**src/rtl/half_subtractor_pkg.sv**
```systemverilog
// Shared defaults for the half-subtractor block.
package half_subtractor_pkg;
  localparam int DEFAULT_WIDTH = 1;
  localparam int DEFAULT_CNT_W = 16;
endpackage

```
**src/rtl/half_sub_cell.sv**
```systemverilog
// Single-bit combinational half subtractor: a - b.
module half_sub_cell (
  input  logic a,
  input  logic b,
  output logic diff,
  output logic borrow
);
  assign diff   = a ^ b;
  assign borrow = ~a & b;
endmodule

```
**src/rtl/half_subtractor.sv**
```systemverilog
// Registered WIDTH-lane half subtractor with sticky borrow flag and saturating borrow counter.
module half_subtractor
  import half_subtractor_pkg::*;
#(
  parameter int WIDTH = DEFAULT_WIDTH,
  parameter int CNT_W = DEFAULT_CNT_W
) (
  input  logic             clk,
  input  logic             rst,
  input  logic [WIDTH-1:0] a,
  input  logic [WIDTH-1:0] b,
  input  logic             in_valid,
  input  logic             clr,
  output logic [WIDTH-1:0] diff,
  output logic [WIDTH-1:0] borrow,
  output logic             out_valid,
  output logic             borrow_seen,
  output logic [CNT_W-1:0] borrow_count
);
  logic [WIDTH-1:0] cell_diff;
  logic [WIDTH-1:0] cell_borrow;
  logic             any_borrow;

  logic [WIDTH-1:0] diff_reg;
  logic [WIDTH-1:0] borrow_reg;
  logic             out_valid_reg;
  logic             borrow_seen_reg;
  logic             borrow_seen_next;
  logic [CNT_W-1:0] borrow_count_reg;
  logic [CNT_W-1:0] borrow_count_next;

  genvar gi;
  generate
    for (gi = 0; gi < WIDTH; gi++) begin : g_lane
      half_sub_cell u_cell (
        .a      (a[gi]),
        .b      (b[gi]),
        .diff   (cell_diff[gi]),
        .borrow (cell_borrow[gi])
      );
    end
  endgenerate

  // Gating with in_valid keeps undriven a/b on idle cycles from reaching the counter.
  assign any_borrow = in_valid & (|cell_borrow);

  always_comb begin
    borrow_seen_next  = borrow_seen_reg;
    borrow_count_next = borrow_count_reg;
    if (clr) begin
      // A borrowing sample in the clear cycle counts as the first event after the clear.
      borrow_seen_next  = any_borrow;
      borrow_count_next = any_borrow ? CNT_W'(1) : '0;
    end else if (any_borrow) begin
      borrow_seen_next = 1'b1;
      if (borrow_count_reg != '1) begin
        borrow_count_next = borrow_count_reg + CNT_W'(1);
      end
    end
  end

  always_ff @(posedge clk or posedge rst) begin
    if (rst) begin
      diff_reg         <= '0;
      borrow_reg       <= '0;
      out_valid_reg    <= 1'b0;
      borrow_seen_reg  <= 1'b0;
      borrow_count_reg <= '0;
    end else begin
      out_valid_reg    <= in_valid;
      borrow_seen_reg  <= borrow_seen_next;
      borrow_count_reg <= borrow_count_next;
      if (in_valid) begin
        diff_reg   <= cell_diff;
        borrow_reg <= cell_borrow;
      end
    end
  end

  assign diff         = diff_reg;
  assign borrow       = borrow_reg;
  assign out_valid    = out_valid_reg;
  assign borrow_seen  = borrow_seen_reg;
  assign borrow_count = borrow_count_reg;
endmodule

```
**config.mk**
```make
export PLATFORM = sky130hd
export DESIGN_NAME = half_subtractor
export DESIGN_NICKNAME = d
export VERILOG_FILES = /design/src/rtl/half_subtractor_pkg.sv /design/src/rtl/half_sub_cell.sv /design/src/rtl/half_subtractor.sv
export SDC_FILE = /design/constraint.sdc
export NUM_CORES = 1
export LEC_CHECK = 0
export ABC_AREA = 1
export CAP_MARGIN = 20
export CORE_UTILIZATION = 40
export DETAILED_ROUTE_END_ITERATION = 6
export PLACE_DENSITY = 0.76
export SLEW_MARGIN = 10
export SYNTH_ARGS = -nofsm -noshare
export SYNTH_HDL_FRONTEND = slang
export SYNTH_SLANG_ARGS = --single-unit
```
**constraint.sdc**
```tcl
create_clock -name clk -period 1.5 [get_ports clk]
set_input_delay 0.375 -clock clk [delete_from_list [all_inputs] [get_ports clk]]
set_output_delay 0.375 -clock clk [all_outputs]
set_load 0.05 [all_outputs]
```
==> Yosys cells after proc, flatten, opt, wreduce, memory -nomap -nowiden <==
Index checks and enable logic that the tools add are counted.
{ "totals": {"reg_bits": 20, "inputBits": 6, "output_inout_bits": 20, "word_cells": 20} }
{ "op_classes": {"addsub": 1, "n_eq_ne": 1, "mux": 6, "bitwise": 4, "n_reduce_logical": 3} }
{ "op_table": {"columns": ["operator", "n"], "rows": [
  ["$mux W16", 3],
  ["$add A16 B1 Y16 const B", 1],
  ["$ne A16 B16 Y1 const B", 1],
  ["$reduce_bool A2 Y1", 2],
  ["$mux W1", 3],
  ["$and A1 B1 Y1", 2],
  ["$reduce_and A2 Y1", 1],
  ["$not A1 Y1", 1],
  ["$xor A1 B1 Y1", 1]
]} }

==> Depth between registers and ports, before layout <==
Gate-level depths: netlist of run 1.
{ "depth": {"depth_word": 5, "depth_mapped": 10, "mapped_depth_nobuf": 10} }

==> By module <==
From an unflattened synthesis of run 1, not the netlist that was laid out.
{ "hier_totals": {"hier_cells": 171, "hier_area_um2": 1229.9} }
{ "by_module_without_submodules": {"columns": ["mod", "instances", "cells_per_inst", "area_each_um2", "seq_area_each_um2"], "rows": [
  ["half_subtractor", 1, 168, 1209.9, 500.5],
  ["half_sub_cell", 1, 3, 20.0, 0.0]
]} }

==> Worst setup path after synthesis of run 1 <==
No wires, ideal clock.
{ "synth_timing": {"path_kind": "reg2reg", "startpoint": "register borrow_count_reg[0] (netlist: borrow_count[0])", "endpoint": "register borrow_count_reg[9] (netlist: borrow_count[9])", "setup_time_ns": 0.127, "arrival_ns": 1.719, "required_time_ns": 1.373, "setup_slack_ns": -0.347, "path_stages_with_launch": 10, "path_buffers": 1, "synth_period_minus_slack_ns": 1.847, "path_cell_list": "dfrtp_1 ha_1 nand3_1 inv_1 nand2_1 nor2_1 nand2_1 nand2_4 buf_6 o21ai_0"} }
{ "synth_between": {"elab_chain_cells": 4, "elab_cells_between_ends": 7, "cone_classes": "add/sub: 1; eq/ne: 1; mux: 3; reduce/logical: 2"} }
{ "synth_rtl": {"columns": ["item", "line_no", "text"], "rows": [
  ["start: declaration", "half_subtractor.sv:29", "logic [CNT_W-1:0] borrow_count_reg;"],
  ["start signal: assignment", "half_subtractor.sv:72", "borrow_count_reg <= borrow_count_next;"],
  ["$add A16 B1 Y16", "half_subtractor.sv:57", "borrow_count_next = borrow_count_reg + CNT_W'(1);"],
  ["$mux W16", "half_subtractor.sv:56", "if (borrow_count_reg != '1) begin"],
  ["$mux W16", "half_subtractor.sv:54", "end else if (any_borrow) begin"],
  ["$mux W16", "half_subtractor.sv:50", "if (clr) begin"]
]} }
Several ways; a longest one is shown, not always the timed one. The select of a mux whose other input is x is not followed.
A chain may end at the register's enable or synchronous reset.

==> Worst setup path after layout of run 1 <==
{ "layout_timing": {"startpoint": "register borrow_count_reg[0] (netlist: borrow_count[0])", "endpoint": "register borrow_count_reg[3] (netlist: borrow_count[3])"} }
The elaborated chain is that of the path after synthesis.

==> run metrics, run 1 <==
outcome=finished with violations; failing checks=setup timing; root buf cell=clkbuf_4; share of power burned in registers=0.435; leakage=0.995 nW; Final setup violation count=6; fin area=about 2100 sq um; Crit path max-delay family=simple AND/OR/NAND/NOR gates; DP HPWL=2.49 mm; Placed Instance Area=about 1900 sq um; CTS Sinks=20; Final ANT Viol Nets=0; routed len/inst=13.9 um; CTS max path bufs=2; count of unique library cells instantiated by Yosys=16; die area=3190 sq um; Post-Syn Area=1190 sq um; Die Span X=between 50 and 60 um; worst reg-to-reg path cell count=10; Critical-path top delay cell=dfrtp_2; TritonCTS clock tree=built; Final Worst Setup Slack=-0.0225 ns; CP required=1.75 ns; Gate Count Post-Synth=171; fin crit share=1.01; # IOs=26; global-route wire length before repair=5.16 mm; Placed Instances=approximately 250; largest net degree at the start of global routing=21; Highest Clock Rate=~660 MHz; VDD IR max=763 uV; pre-CTS setup slack=-0.273 ns; Worst Path Buf+Inv=2; Hold Slack=0.380 ns; syn nets=179; Nets=approximately 240; antenna violations before repair=0; crit path cell chain=ha_4 -> nand3_4 -> inv_4 -> nand2_4 -> nor2_4 -> nand2_2 -> nand2_4 -> clkbuf_16 -> nand2_1 -> nand2_1; number of synthesized flops with an enable pin=0; share of the synthesized area in the top cell type=0.421; Worst-Margin Slew=0.264 ns; Worst Clk Skew=0.00423 ns; gpl congestion=0.907; DRT Pass-1 Iters=4; RSZ-0062 raised after global routing=true; chip height=56.5 um; switch share=0.266; vias per inst=5.27; path type of the worst min-delay path=in -> async; number of hold buffers added after CTS=0; clock edge transition at the registers on the reported setup and hold paths=0.12 ns; synthesis-stage register bit count=20; Mean Syn Cell Area=a little under 7 sq um; routed vias=1365; Max-slew headroom=0.824; Sum Neg Setup Slack=-0.0334 ns; Overflow after GRT=0; routed wire length=3.60 mm; final hold vios=0; largest cells by area after synthesis=dfrtp_1 (42%), nand2_1 (20%), nand3_1 (8.0%); stages on the worst setup path=10; final slew viol count=0; number of global-route vias before repair=1202; max incr delay on CP=approximately 0.41 ns; Synth area leader=dfrtp_1; max-cap violation count=0; Buffers on Ports=25; GRT Overall Usage=0.204; n_diodes=0; Clock Power Share=0.336; Worst EP arrival=around 1.8 ns; Largest register FFs=16; kind of critical path=reg -> reg; Initial Utilization=0.427; CP endpoint kind=flop; number of H-tree levels=1; fin cells=259; layout cells sized above 1=0.421; Synth top cells by count=nand2_1 (64), dfrtp_1 (20), nor2_1 (20), inv_1 (19), nand3_1 (19); Most used DFF post-synth=dfrtp_1; startpoint types=flop; count leader, synth=nand2_1; register area share after synthesis=0.421; Ys Warns=0; Core ar.=2780 sq um; Gate power share=0.229; Power Density=around 630 nW/um^2; total power=1.33 mW; Internal Power=979 uW; cts bufs inserted=3; CP Max Fanout=7; P&R area growth vs syn=77.8%; FFs w/ async S/R, synth=1.00; Clock Latency Late Sink=approximately 0.30 ns; Initial DRC Count=51; final core utilization=0.760; row count=19; Sw Pwr=355 uW; crit path time final=1.52 ns; DRC viols=0
-- power groups by stage --
stage                     registers (mW)  logic, mW  clock network [mW]
after floorplan                    0.651     0.0639                   0
after global placement             0.590      0.272                   0
final                              0.580      0.306               0.448
after global routing               0.583      0.322               0.478
after detailed placement           0.591      0.278                   0
after CTS                          0.580      0.279               0.452
-- timing repair --
| action | 4_1_cts | 5_1_grt |
|---|---|---|
| endpoints found under the hold margin | 0 | 0 |
| buffers inserted | 0 | 4 |
| setup endpoints to repair | 0 | 16 |
| resized for setup | 0 | 28 |
-- worst register-to-register path, cell delays in order, from the launching register on --
cell and delay, ns:
dfrtp_2 0.41, ha_4 0.15, nand3_4 0.13, inv_4 0.10
nand2_4 0.05, nor2_4 0.12, nand2_2 0.07, nand2_4 0.14
clkbuf_16 0.18, nand2_1 0.06, nand2_1 0.06
-- layer usage --
layer,track usage,up-vias,wire length (um)
li1,-,659,-
met2,0.365,52,1860
met5,0,-,0
met3,0.0253,13,180
met4,0.0488,0,99
met1,0.260,641,1460
-- layout by cell type (no fill, tap or decap), types with 2 or more instances in the layout --
master           netlist  final
buf_12                 0     22
buf_4                  0     27
clkbuf_16              0      2
clkbuf_4               0      3
clkdlybuf4s50_1        0      5
dfrtp_1               20      6
dfrtp_2                0     14
inv_1                 19     16
inv_2                  0      2
nand2_1               64     54
nand2_2                0      9
nand2_4                1      2
nand3_1               19     18
nand3b_1               2      2
nand4_1                3      3
nor2_1                20     15
nor2_2                 1      4
nor2_4                 0      2
o21ai_0               10      2
o21ai_1                1      4
o21ai_2                0      5
xor2_1                 5      5
-- cells by family (layout without fill, tap and decap cells) --
logic type	after synthesis	after routing	synth area share
AND/OR/NAND/NOR	110	110	0.388
buffers and inverters	22	79	0.0821
flip-flops	20	20	0.421
AO/OA/AOI/OAI	12	12	0.0505
XOR/XNOR	5	5	0.0368
adder cells (fa/ha/maj)	2	2	0.0210
-- final timing paths --
path / from / end / slack, ns
max reg2reg: borrow_count[0]$_DFFE_PP0P_ / borrow_count[3]$_DFFE_PP0P_ / -0.02
max in group asynchronous: rst / borrow_count[12]$_DFFE_PP0P_ / 0.89
min in group clk: borrow$_DFFE_PP0P_ / borrow$_DFFE_PP0P_ / 0.57
min reg2reg: borrow$_DFFE_PP0P_ / borrow$_DFFE_PP0P_ / 0.57
min: rst / borrow$_DFFE_PP0P_ / 0.38
max: borrow_count[0]$_DFFE_PP0P_ / borrow_count[3]$_DFFE_PP0P_ / -0.02
-- final cells by class --
cell class,count,area (sq um)
clock buffers,3,22.5
multi-input cells,129,687
fillers,173,668
inverters,19,73.8
repair buffers,56,743
clock inverters,1,30.0
well taps,31,38.8
flip-flops and latches,20,518
Note: power is estimated with default switching activity, not from simulation.
==> run 2: changes to the inputs <==
CORE_ASPECT_RATIO = 0.8   (was not set)
PLACE_DENSITY = 0.66   (was 0.76)
==> run 2 against run 1 <==
Against the previous run:
- the run now ends clean
- cell area fell by 2.4%
- critical path depth fell by 1
- final cell count rose by 1.5%
- critical path type unchanged
- first-iteration DRC count rose by 47%
- power rose by 6.1%
- setup slack improved by 0.083 ns
- clock power rose by 23%
==> run metrics, run 2 (synthesis results as in run 1) <==
outcome=finished clean (was finished with violations); max-cap violation count=0 (unchanged); Power Density=686 nW/um^2 (was 631 nW/um^2); Die Span X=62.9 um (was 56.5 um); kind of critical path=reg -> reg (unchanged); global-route wire length before repair=5.94 mm (was 5.16 mm); Final setup violation count=0 (was 6); Initial Utilization=0.427 (about the same); number of global-route vias before repair=1346 (was 1202); die area=3190 sq um (about the same); worst reg-to-reg path cell count=9 (was 10); # IOs=26 (unchanged); Hold Slack=0.432 ns (was 0.380 ns); number of H-tree levels=1 (unchanged); largest net degree at the start of global routing=21 (unchanged); CP Max Fanout=14 (was 7); Placed Instance Area=1930 sq um (was 1910 sq um); RSZ-0062 raised after global routing=true (unchanged); most common cell after layout, fill and taps aside=nand2_1 (unchanged); fin area=2060 sq um (was 2110 sq um); vias per inst=5.13 (was 5.27); CP endpoint kind=flop (unchanged); DRT Pass-1 Iters=4 (unchanged); number of hold buffers added after CTS=0 (unchanged); DP HPWL=2.69 mm (was 2.49 mm); CP required=1.68 ns (was 1.75 ns); Overflow after GRT=0 (unchanged); fin crit share=0.960 (was 1.01); Highest Clock Rate=695 MHz (was 657 MHz); chip height=50.8 um (was 56.5 um); GRT Overall Usage=0.250 (was 0.204); cts bufs inserted=3 (unchanged); CTS max path bufs=2 (unchanged); Max-slew headroom=0.821 (was 0.824); antenna violations before repair=0 (unchanged); pre-CTS setup slack=-0.261 ns (was -0.273 ns); gpl congestion=0.955 (was 0.907); routed len/inst=13.6 um (was 13.9 um); Core ar.=2790 sq um (was 2780 sq um); reg2reg end=borrow_count[6]$_DFFE_PP0P_ (was borrow_count[3]$_DFFE_PP0P_); Final ANT Viol Nets=0 (unchanged); CTS Sinks=20 (unchanged); footprint of the multi-input gates=659 sq um (was 687 sq um); fin cells=263 (was 259); R2R Path Start=borrow_count[1]$_DFFE_PP0P_ (was borrow_count[0]$_DFFE_PP0P_); Critical path origin=borrow_count[1]$_DFFE_PP0P_ (was borrow_count[0]$_DFFE_PP0P_); fillers=184 (was 173); Final Worst Setup Slack=0.0606 ns (was -0.0225 ns); layout cells sized above 1=0.373 (was 0.421); Initial DRC Count=75 (was 51); row count=17 (was 19); path type of the worst min-delay path=in -> async (unchanged); Nets=234 (was 237); CP endpoint=borrow_count[6]$_DFFE_PP0P_ (was borrow_count[3]$_DFFE_PP0P_); Worst-Margin Slew=0.268 ns (was 0.264 ns); DRC viols=0 (unchanged); routed vias=1349 (was 1365); final slew viol count=0 (unchanged); Placed Instances=257 (was 249); routed wire length=3.59 mm (was 3.60 mm); clock edge transition at the registers on the reported setup and hold paths=0.08 ns (was 0.12 ns); crit path time final=1.44 ns (was 1.52 ns); Clock Latency Late Sink=0.27 ns (was 0.30 ns); leakage=0.956 nW (was 0.995 nW); VDD IR max=741 uV (was 763 uV); R2R Setup Slk=0.06 ns (was -0.02 ns); TritonCTS clock tree=built (unchanged); final core utilization=0.740 (was 0.760); total power=1.42 mW (was 1.33 mW); final hold vios=0 (unchanged); startpoint types=flop (unchanged); root buf cell=clkbuf_8 (was clkbuf_4); most frequent cells in the layout=nand2_1 (59), buf_4 (25), buf_12 (22), nand3_1 (17), inv_1 (17) (was nand2_1 (54), buf_4 (27), buf_12 (22), nand3_1 (18), inv_1 (16)); Buffers on Ports=25 (unchanged); Largest register FFs=16 (unchanged); n_diodes=0 (unchanged); Sum Neg Setup Slack=0 ns (was -0.0334 ns); Worst EP arrival=1.62 ns (was 1.77 ns); register area=518 sq um (unchanged); Worst Clk Skew=0.0113 ns (was 0.00423 ns); P&R area growth vs syn=73.5% (was 77.8%)
-- run 2: cell types whose count changed in the layout (fill, tap and decap cells not counted), moves of 2 or more --
cell and delta:
buf_4 -2, clkbuf_16 -2, clkbuf_4 -3, clkbuf_8 +3, inv_2 -2, nand2_1 +5, nand2_2 -5, o21ai_1 +3
o21ai_2 -4
-- run 2: worst min path at each step --
stage          cells past startpoint                       to  slack [ns]
5_1_grt                            3      out_valid$_DFF_PP0_        0.47
6_report                           3      out_valid$_DFF_PP0_        0.43
3_3_place_gp                       2  borrow_seen$_DFFE_PP0P_        0.52
2_1_floorplan                      1       borrow$_DFFE_PP0P_        0.34
3_5_place_dp                       2  borrow_seen$_DFFE_PP0P_        0.54
4_1_cts                            3         diff$_DFFE_PP0P_        0.45
-- run 2: area by class of cell --
class                      instances  area share
timing repair buffer              53       0.334
tap                               38      0.0231
multi-input combinational        129       0.320
clock inverter                     1      0.0146
clock buffer                       3      0.0200
inverter                          19      0.0370
sequential                        20       0.251
-- run 2: report_power, final --
part | switching, mW | internal [mW]
logic | 0.147 | 0.136
registers | 0.0229 | 0.558
clock network | 0.194 | 0.357
-- run 2: metal layers --
layer,global-route usage,share of wire,up-vias
met2,0.434,0.50,69
met4,0.128,0.022,0
met5,0,0,-
met1,0.282,0.39,624
li1,-,-,644
met3,0.0682,0.085,12
-- run 2: worst max-delay path, stage by stage (launching register included) --
cell	delay [ns]
dfrtp_2	0.43
ha_4	0.17
nand3_4	0.11
inv_4	0.04
nand2_2	0.09
nor2_4	0.04
nand2_2	0.07
nand2_4	0.09
buf_12	0.15
o21ai_2	0.16
-- run 2: timing repair --
item                       CTS  global route
pin swaps                    1             5
gates resized for setup      3            16
buffers inserted             0             2
setup endpoints to repair    1            16
==> run 3: changes to the inputs <==
CORE_MARGIN = 10   (was not set)
clock period = 1.2 ns   (was 1.5 ns; I/O delays follow)
==> run 3 against run 2 <==
Against the previous run:
- the flow now finishes with violations (setup timing)
- flip-flop and latch count did not move
- cell area rose by 21%
- combinational power rose by 50%
- critical endpoint is now borrow_count[1]$_DFFE_PP0P_
- largest power group unchanged
==> run metrics, run 3 (synthesis results as in run 1) <==
fillers=106 (was 184); final slew viol count=0 (unchanged); met2 GRT Util=0.319 (was 0.434); die area=5570 sq um (was 3190 sq um); reg2reg end=borrow_count[1]$_DFFE_PP0P_ (was borrow_count[6]$_DFFE_PP0P_); CTS max path bufs=2 (unchanged); CP Max Fanout=6 (was 14); worst reg-to-reg path cell count=9 (unchanged); leakage=1.21 nW (was 0.956 nW); R2R Path Start=borrow_count[13]$_DFFE_PP0P_ (was borrow_count[1]$_DFFE_PP0P_); Nets=271 (was 234); P&R area growth vs syn=111% (was 73.5%); TritonCTS clock tree=built (unchanged); Power Density=747 nW/um^2 (was 686 nW/um^2); Worst Path Buf+Inv=1 (was 2); row count=17 (unchanged); Worst Clk Skew=0.0123 ns (was 0.0113 ns); Initial DRC Count=251 (was 75); most common cell after layout, fill and taps aside=nand2_1 (unchanged); final hold vios=0 (unchanged); total power=1.87 mW (was 1.42 mW); VDD IR max=1090 uV (was 741 uV); # IOs=26 (unchanged); Core ar.=2810 sq um (was 2790 sq um); DRT Pass-1 Iters=5 (was 4); footprint of the multi-input gates=739 sq um (was 659 sq um); Crit path max-delay family=simple AND/OR/NAND/NOR gates (was flip-flops); CP required=1.37 ns (was 1.68 ns); fin crit share=1.35 (was 0.960); kind of critical path=reg -> reg (unchanged); antenna violations before repair=0 (unchanged); chip height=68.8 um (was 50.8 um); clock edge transition at the registers on the reported setup and hold paths=0.09 ns (was 0.08 ns); Final ANT Viol Nets=0 (unchanged); cts bufs inserted=3 (unchanged); routing usage on met1=0.199 (was 0.282); largest net degree at the start of global routing=21 (unchanged); R2R Setup Slk=-0.42 ns (was 0.06 ns); max-cap violation count=0 (unchanged); CP endpoint kind=flop (unchanged); vias per inst=5.62 (was 5.13); path type of the worst min-delay path=in -> async (unchanged); Max-slew headroom=0.837 (was 0.821); number of H-tree levels=1 (unchanged); startpoint types=flop (unchanged); failing checks=setup timing; outcome=finished with violations (was finished clean); Crit path top cell by count=nand2_1 (was nand2_2); global-route wire length before repair=7.69 mm (was 5.94 mm); DP HPWL=3.06 mm (was 2.69 mm); layout cells sized above 1=0.538 (was 0.373); Initial Utilization=0.423 (was 0.427); routed len/inst=19.4 um (was 13.6 um); CTS Sinks=20 (unchanged); routed wire length=5.81 mm (was 3.59 mm); Worst EP arrival=1.80 ns (was 1.62 ns); Hold Slack=0.343 ns (was 0.432 ns); register area=518 sq um (unchanged); Most Crowded Layer GR=met2 (unchanged); Largest register FFs=16 (unchanged); root buf cell=clkbuf_8 (unchanged); routed vias=1687 (was 1349); max incr delay on CP=0.39 ns (was 0.43 ns); Worst-Margin Slew=0.244 ns (was 0.268 ns); n_diodes=0 (unchanged); met3 usage=0.0491 (was 0.0682); Overflow after GRT=0 (unchanged); Final setup violation count=31 (was 0); crit path cell chain=nand2_1 -> nor2_1 -> nand2_1 -> nor2_2 -> nand2_2 -> nand2_4 -> buf_6 -> nand2_1 -> o21ai_1 (was ha_4 -> nand3_4 -> inv_4 -> nand2_2 -> nor2_4 -> nand2_2 -> nand2_4 -> buf_12 -> o21ai_2); RSZ-0062 raised after global routing=true (unchanged); Die Span X=80.9 um (was 62.9 um); Highest Clock Rate=616 MHz (was 695 MHz); number of global-route vias before repair=1600 (was 1346); Critical-path top delay cell=dfrtp_2 (unchanged); Buffers on Ports=25 (unchanged); gpl congestion=0.910 (was 0.955); GRT Overall Usage=0.178 (was 0.250); Clock Latency Late Sink=0.28 ns (was 0.27 ns); crit path time final=1.62 ns (was 1.44 ns); most frequent cells in the layout=nand2_1 (51), buf_4 (44), buf_12 (23), buf_6 (17) (was nand2_1 (59), buf_4 (25), buf_12 (22), nand3_1 (17), inv_1 (17)); Final Worst Setup Slack=-0.423 ns (was 0.0606 ns); DRC viols=0 (unchanged)
-- run 3: cell types whose count changed in the layout (fill, tap and decap cells not counted), sizes merged --
cell,change
dlygate4sd2,+2
clkdlybuf4s50,-2
buf,+36
clkbuf,+1
-- run 3: worst max-delay path by stage --
stage	startpoint	endpoint	slack, ns	cells after the start
4_1_cts	borrow_count[0]$_DFFE_PP0P_	borrow_count[6]$_DFFE_PP0P_	-0.24	10
5_1_grt	borrow_count[4]$_DFFE_PP0P_	borrow_count[11]$_DFFE_PP0P_	-0.48	10
2_1_floorplan	borrow_count[1]$_DFFE_PP0P_	borrow_count[14]$_DFFE_PP0P_	-0.35	10
3_5_place_dp	a	borrow_count[2]$_DFFE_PP0P_	-0.46	9
6_report	borrow_count[13]$_DFFE_PP0P_	borrow_count[1]$_DFFE_PP0P_	-0.42	9
3_3_place_gp	a	borrow_count[6]$_DFFE_PP0P_	-0.42	9
-- run 3: layout make-up --
| class | instances | share of cell area |
|---|---|---|
| multi-input combinational | 129 | 0.295 |
| sequential | 20 | 0.207 |
| clock inverter | 1 | 0.0120 |
| tap | 38 | 0.0190 |
| timing repair buffer | 90 | 0.421 |
| clock buffer | 3 | 0.0165 |
| inverter | 19 | 0.0285 |
-- run 3: report_power, final --
part	internal [mW]	switching [mW]	total, mW
Combinational	0.201	0.226	0.427
Clock	0.447	0.270	0.717
Sequential	0.698	0.0283	0.726
Total	1.35	0.524	1.87
-- run 3: routing by layer --
| metal | share of wire | wire, um | vias up |
|---|---|---|---|
| met4 | 0.051 | 295 | 0 |
| met2 | 0.49 | 2860 | 139 |
| met1 | 0.37 | 2140 | 791 |
| met5 | 0 | 0 | - |
| li1 | - | - | 715 |
| met3 | 0.090 | 522 | 42 |
-- run 3: worst min-delay path, delay by kind of cell --
kind | cells | cell delay, ns
buffers and inverters | 3 | 0.67
-- run 3: timing repair --
action | CTS | global route
buffers inserted | 13 | 9
hold buffers | 0 | 0
pin swaps | 9 | 7
cloned | 0 | 1
gates resized for setup | 33 | 32
setup endpoints to repair | 31 | 32
-- run 3: per-stage QoR --
step	utilization	setup TNS, ns	setup slack, ns	area, sq um	cells
2_1_floorplan	-	-5.27	-0.349	1230	171
3_3_place_gp	0.746	-6.64	-0.416	2100	278
3_5_place_dp	0.746	-7.59	-0.459	2100	278
4_1_cts	0.836	-4.61	-0.237	2350	294
5_1_grt	0.891	-7.55	-0.479	2500	300
6_report	0.891	-6.44	-0.423	2500	300
